[config.mk]
export PLATFORM = sky130hd
export DESIGN_NAME = crc8_stream_gen
export DESIGN_NICKNAME = d
export VERILOG_FILES = /design/src/rtl/crc8_pkg.sv /design/src/rtl/crc8_fold.sv /design/src/rtl/crc8_stream_gen.sv
export SDC_FILE = /design/constraint.sdc
export NUM_CORES = 1
export LEC_CHECK = 0
export CORE_MARGIN = 2
export CORE_UTILIZATION = 40
export CTS_BUF_LIST = sky130_fd_sc_hd__clkbuf_4 sky130_fd_sc_hd__clkbuf_8 sky130_fd_sc_hd__clkbuf_16
export DETAILED_ROUTE_END_ITERATION = 16
export DONT_BUFFER_PORTS = 1
export PLACE_DENSITY = 0.65
export REMOVE_ABC_BUFFERS = 1
export SYNTH_ARGS = -nofsm -noshare
export SYNTH_HDL_FRONTEND = slang
export SYNTH_SLANG_ARGS = --single-unit
[constraint.sdc]
create_clock -name axi_aclk -period 21 [get_ports axi_aclk]
set_input_delay 4.2 -clock axi_aclk [delete_from_list [all_inputs] [get_ports axi_aclk]]
set_output_delay 4.2 -clock axi_aclk [all_outputs]
set_load 0.005 [all_outputs]
[src/rtl/crc8_pkg.sv]
// crc8_pkg: shared constants and the per-byte CRC-8 step for the streaming CRC engine.
// Contents:
//   CRC8_POLY_DEFAULT - default generator polynomial (implicit x^8)
//   CRC8_INIT_DEFAULT - default accumulator value at frame start
//   crc8_byte()       - one MSB-first, non-reflected byte step
// Optional feature macro used by the engine: CRC8_CHECK_EN.
package crc8_pkg;

    localparam logic [7:0] CRC8_POLY_DEFAULT = 8'h07;
    localparam logic [7:0] CRC8_INIT_DEFAULT = 8'h00;

    // Folding the whole byte into the register first and then shifting eight
    // times is equivalent to feeding the byte in bit by bit, MSB first.
    function automatic logic [7:0] crc8_byte(
        input logic [7:0] crc,
        input logic [7:0] data,
        input logic [7:0] poly
    );
        logic [7:0] c;
        c = crc ^ data;
        for (int i = 0; i < 8; i++)
            c = c[7] ? ({c[6:0], 1'b0} ^ poly) : {c[6:0], 1'b0};
        return c;
    endfunction

endpackage

[src/rtl/crc8_fold.sv]
// crc8_fold: combinational fold of one beat into a running CRC-8.
// Ports:
//   crc_in  - running CRC before this beat
//   data    - beat data, byte [DATA_WIDTH-1 -: 8] folded first
//   keep    - byte enables, MSB = first byte
//   mask_en - 1: only bytes with keep set are folded; 0: every byte is folded
//   crc_out - running CRC after this beat
module crc8_fold
    import crc8_pkg::*;
#(
    parameter int unsigned DATA_WIDTH = 64,
    parameter logic [7:0]  POLY       = CRC8_POLY_DEFAULT
) (
    input  logic [7:0]              crc_in,
    input  logic [DATA_WIDTH-1:0]   data,
    input  logic [DATA_WIDTH/8-1:0] keep,
    input  logic                    mask_en,
    output logic [7:0]              crc_out
);

    localparam int unsigned NB = DATA_WIDTH / 8;

    // Disabled bytes pass the CRC through untouched, so a non-contiguous
    // keep simply folds the enabled bytes in MSB-first order.
    always_comb begin
        crc_out = crc_in;
        for (int i = 0; i < NB; i++)
            crc_out = (!mask_en || keep[NB-1-i])
                    ? crc8_byte(crc_out, data[DATA_WIDTH-1-8*i -: 8], POLY)
                    : crc_out;
    end

endmodule

[src/rtl/crc8_stream_gen.sv]
// crc8_stream_gen: streaming CRC-8 over DATA_WIDTH-bit beats with a one-slot registered result.
// Ports:
//   axi_aclk, axi_resetn              - clock (rising edge), synchronous active-low reset
//   s_valid, s_ready, s_data,
//   s_keep, s_last                    - input beat stream; s_keep honoured on the last beat only
//   m_valid, m_ready, m_crc           - per-frame CRC result stream
//   s_crc_rx, m_err, err_cnt          - received CRC compare and saturating mismatch counter,
//                                       present only when CRC8_CHECK_EN is defined
module crc8_stream_gen
    import crc8_pkg::*;
#(
    parameter int unsigned DATA_WIDTH = 64,
    parameter logic [7:0]  POLY       = CRC8_POLY_DEFAULT,
    parameter logic [7:0]  INIT       = CRC8_INIT_DEFAULT,
    parameter logic [7:0]  XOROUT     = 8'h00
) (
    input  logic                    axi_aclk,
    input  logic                    axi_resetn,
    input  logic                    s_valid,
    output logic                    s_ready,
    input  logic [DATA_WIDTH-1:0]   s_data,
    input  logic [DATA_WIDTH/8-1:0] s_keep,
    input  logic                    s_last,
    output logic                    m_valid,
    input  logic                    m_ready,
    output logic [7:0]              m_crc
`ifdef CRC8_CHECK_EN
    ,
    input  logic [7:0]              s_crc_rx,
    output logic                    m_err,
    output logic [15:0]             err_cnt
`endif
);

    logic [7:0] crc_acc;
    logic [7:0] fold_out;
    logic [7:0] crc_fin;
    logic       beat;
    logic       done;

    // The slot accepts a beat whenever it is empty or being drained this cycle,
    // which gives full throughput with m_ready held high.
    assign s_ready = axi_resetn && (!m_valid || m_ready);
    assign beat    = s_valid && s_ready;
    assign done    = beat && s_last;
    assign crc_fin = fold_out ^ XOROUT;

    crc8_fold #(
        .DATA_WIDTH (DATA_WIDTH),
        .POLY       (POLY)
    ) u_fold (
        .crc_in  (crc_acc),
        .data    (s_data),
        .keep    (s_keep),
        .mask_en (s_last),
        .crc_out (fold_out)
    );

    always_ff @(posedge axi_aclk) begin
        if (!axi_resetn) begin
            crc_acc <= INIT;
            m_valid <= 1'b0;
            m_crc   <= 8'h00;
        end else begin
            crc_acc <= beat ? (s_last ? INIT : fold_out) : crc_acc;
            m_valid <= done ? 1'b1 : (m_ready ? 1'b0 : m_valid);
            m_crc   <= done ? crc_fin : m_crc;
        end
    end

`ifdef CRC8_CHECK_EN
    // m_err is captured alongside m_crc so both stay stable while stalled;
    // the counter advances on the handshake that retires an erroneous result.
    always_ff @(posedge axi_aclk) begin
        if (!axi_resetn) begin
            m_err   <= 1'b0;
            err_cnt <= 16'h0000;
        end else begin
            m_err   <= done ? (crc_fin != s_crc_rx) : m_err;
            err_cnt <= (m_valid && m_ready && m_err && err_cnt != 16'hFFFF) ? err_cnt + 16'd1 : err_cnt;
        end
    end
`else
    // Generator-only build: no received-CRC compare state.
`endif

endmodule
==> run summary <==
Worst Setup End Kind = flip-flop
HPWL Detailed = 9870 µm
Initial Utilization = 40.7%
Global Route met2 Usage = 33.1%
#FFs+latches synth = 17
Worst Skew = 0.00200 ns
Largest net degree at the start of global routing = 19
# diodes = 0
Maximum clock path buffer count = 2
TritonRoute pass-1 iters = 4
Final period utilization = 52.0%
Core Region = 11900 µm²
Ys async rst share = 0%
Final setup vio count = 0
Net count, final = 600
Post_cts resized = 0
CTS tree = built
Initial antenna violation count = 0
R2R depth = 25
Synthesis-to-finish area growth = 4.21%
First-pass GRT wire length = 18700 µm
Layout cells sized above 1 = 8.81%
Total GRT Usage = 17.8%
Sequential Area = 340 µm²
Synth Area per Inst = 9.10 µm²
Post-Syn Area = 4850 µm²
Met3 usage = 2.49%
Worst slew pin tran = 1.13 ns
Die area = 13000 µm²
Vias in the first global route = 3757
Vias per cell = 5.49
H-tree levels = 1
Num CTS Buffers = 3
Via count = 3674
Postcts setup bufs = 0
Commonest non-fill, non-tap cell in the layout = xnor2_1
Clk_lat worst skew = 0.25 ns
Crit path required time = 21.16 ns
Final core utilization = 42.4%
Root Driver = clkbuf_16
YS warnings = 0
Gr busiest metal = met2
Clock sinks = 17
Hold Crit Class = reg2reg
Die width = 114 µm
CP max FO = 16
Launch point of the worst path = s_last
Final Max Tran Viols = 0
Reg-to-Reg Start = crc_acc[6]
Post-synthesis sequential area ratio = 7.02%
Congestion Overflow GR = 0
Footprint of the multi-input gates = 4440 µm²
Die height = 114 µm
Arr. time, crit path = 11.07 ns
FP Rows = 40
Post-synthesis cell type count = 71
Reg2reg end = m_crc[2]
Hold buffer count at cts = 0
WL/cell = 17.5 µm
Ys flop type = dfxtp_1
Setup tns final = 0 ns
Routability Congestion = 0.886
Setup CP Type = in2reg
Minimum period implied by the final worst setup slack = 10.91 ns
RSZ-0062 raised after global routing = no
GRT met1 Usage = 22.5%
Fmax = 91.7 MHz
DRT iter0 DRCs = 220
Startpoint types = input port
Status = complete, no violations
Commonest non-fill, non-tap cells in the layout = xnor2_1 (125), xor2_1 (52), nor2_1 (39)
Aggregate routed wire length = 11700 µm
Number of routed nets with antenna violations = 0
# port buffers = 0
Normalized max-slew margin = 24.2%
R2R Setup Slk = 13.57 ns
Mapped Cells = 533
I/O Pins = 87
EDFF count, synth = 0
Critical path endpoint = m_crc[2]
Max-cap violations = 0
Fill count = 1173
Final Hold Violating Endpoints = 0
Clock slew at reported path FFs = 0.05 ns
# DRC = 0
## synth_stat cells, types with 7 or more instances
cell type | count | area [µm²]
a21oi_1 | 13 | 65.1
nand3_1 | 18 | 90.1
xor3_1 | 7 | 166
nand2_1 | 33 | 124
o21ai_0 | 8 | 40.0
o21ai_1 | 11 | 55.1
clkbuf_1 | 10 | 37.5
xnor2_1 | 125 | 1090
mux2i_1 | 13 | 130
dfxtp_1 | 17 | 340
nand2b_1 | 17 | 106
and3_1 | 7 | 43.8
nor2_1 | 39 | 146
xnor3_1 | 32 | 721
xor2_1 | 52 | 455
nor4_1 | 7 | 43.8
or3_1 | 8 | 50.1
xnor2_2 | 7 | 114
## area by class of cell
cell class,count,area share [%]
clock buffer,3,1.49
clock inverter,1,0.0990
inverter,3,0.223
multi-input combinational,498,87.8
sequential,17,6.73
tap,147,3.64
## sequential cells by signal, summed over array words and instances, names as in the netlist
name     count
m_crc        8
m_valid      1
crc_acc      8
## worst max-delay path, stage by stage
cell	delay [ns]
nor2b_1	0.86
nand2_1	0.09
or3_1	0.35
and3_1	0.20
a2111oi_4	0.27
nand4_1	0.12
nor3b_2	0.17
xnor2_1	0.30
xnor3_1	0.51
mux2i_1	0.17
xnor2_2	0.34
xor2_2	0.26
xnor2_1	0.18
mux2i_2	0.40
xnor2_2	0.19
xnor2_1	0.14
o21a_1	0.22
o211a_1	0.27
or3_4	0.39
a31oi_4	0.26
xnor2_4	0.17
xor3_2	0.45
xnor2_2	0.17
and3_1	0.19
o31ai_2	0.19
## stage by stage
stage	setup slack [ns]	std cells	cell area, µm²	hold slack [ns]
4_1_cts	10.04	669	5050	0.508
3_5_place_dp	9.85	665	4970	0.501
6_report	10.09	669	5050	0.508
3_3_place_gp	9.97	665	4970	0.488
2_1_floorplan	10.53	518	4790	0.453
5_1_grt	9.51	669	5050	0.530
## kinds of logic (layout without fill, tap and decap cells)
kind of cell	Yosys count	in the layout	synth area share (%)
AND/OR/NAND/NOR	174	174	19.4
buffers and inverters	18	7	1.47
XOR/XNOR	233	233	56.8
multiplexers	18	18	4.00
AO/OA/AOI/OAI	73	73	11.3
flip-flops	17	17	7.02
## routing by layer
| layer | vias to the layer above | part of all wire [%] |
|---|---|---|
| li1 | 1817 | - |
| met1 | 1757 | 44 |
| met2 | 90 | 50 |
| met3 | 10 | 4.9 |
| met4 | 0 | 1.5 |
| met5 | - | 0 |
## worst min-delay path by stage
stage	from	end	slack, ns	cells after the start
global placement	m_crc[4]	m_crc[4]	0.49	2
floorplan	m_crc[4]	m_crc[4]	0.45	2
CTS	m_crc[4]	m_crc[4]	0.51	2
finish	m_crc[4]	m_crc[4]	0.51	2
detailed placement	m_crc[4]	m_crc[4]	0.50	2
global route	m_crc[2]	m_crc[2]	0.53	2
Power is not shown: default switching activity piles up to over one toggle a cycle in this logic, so the estimate is an artifact.
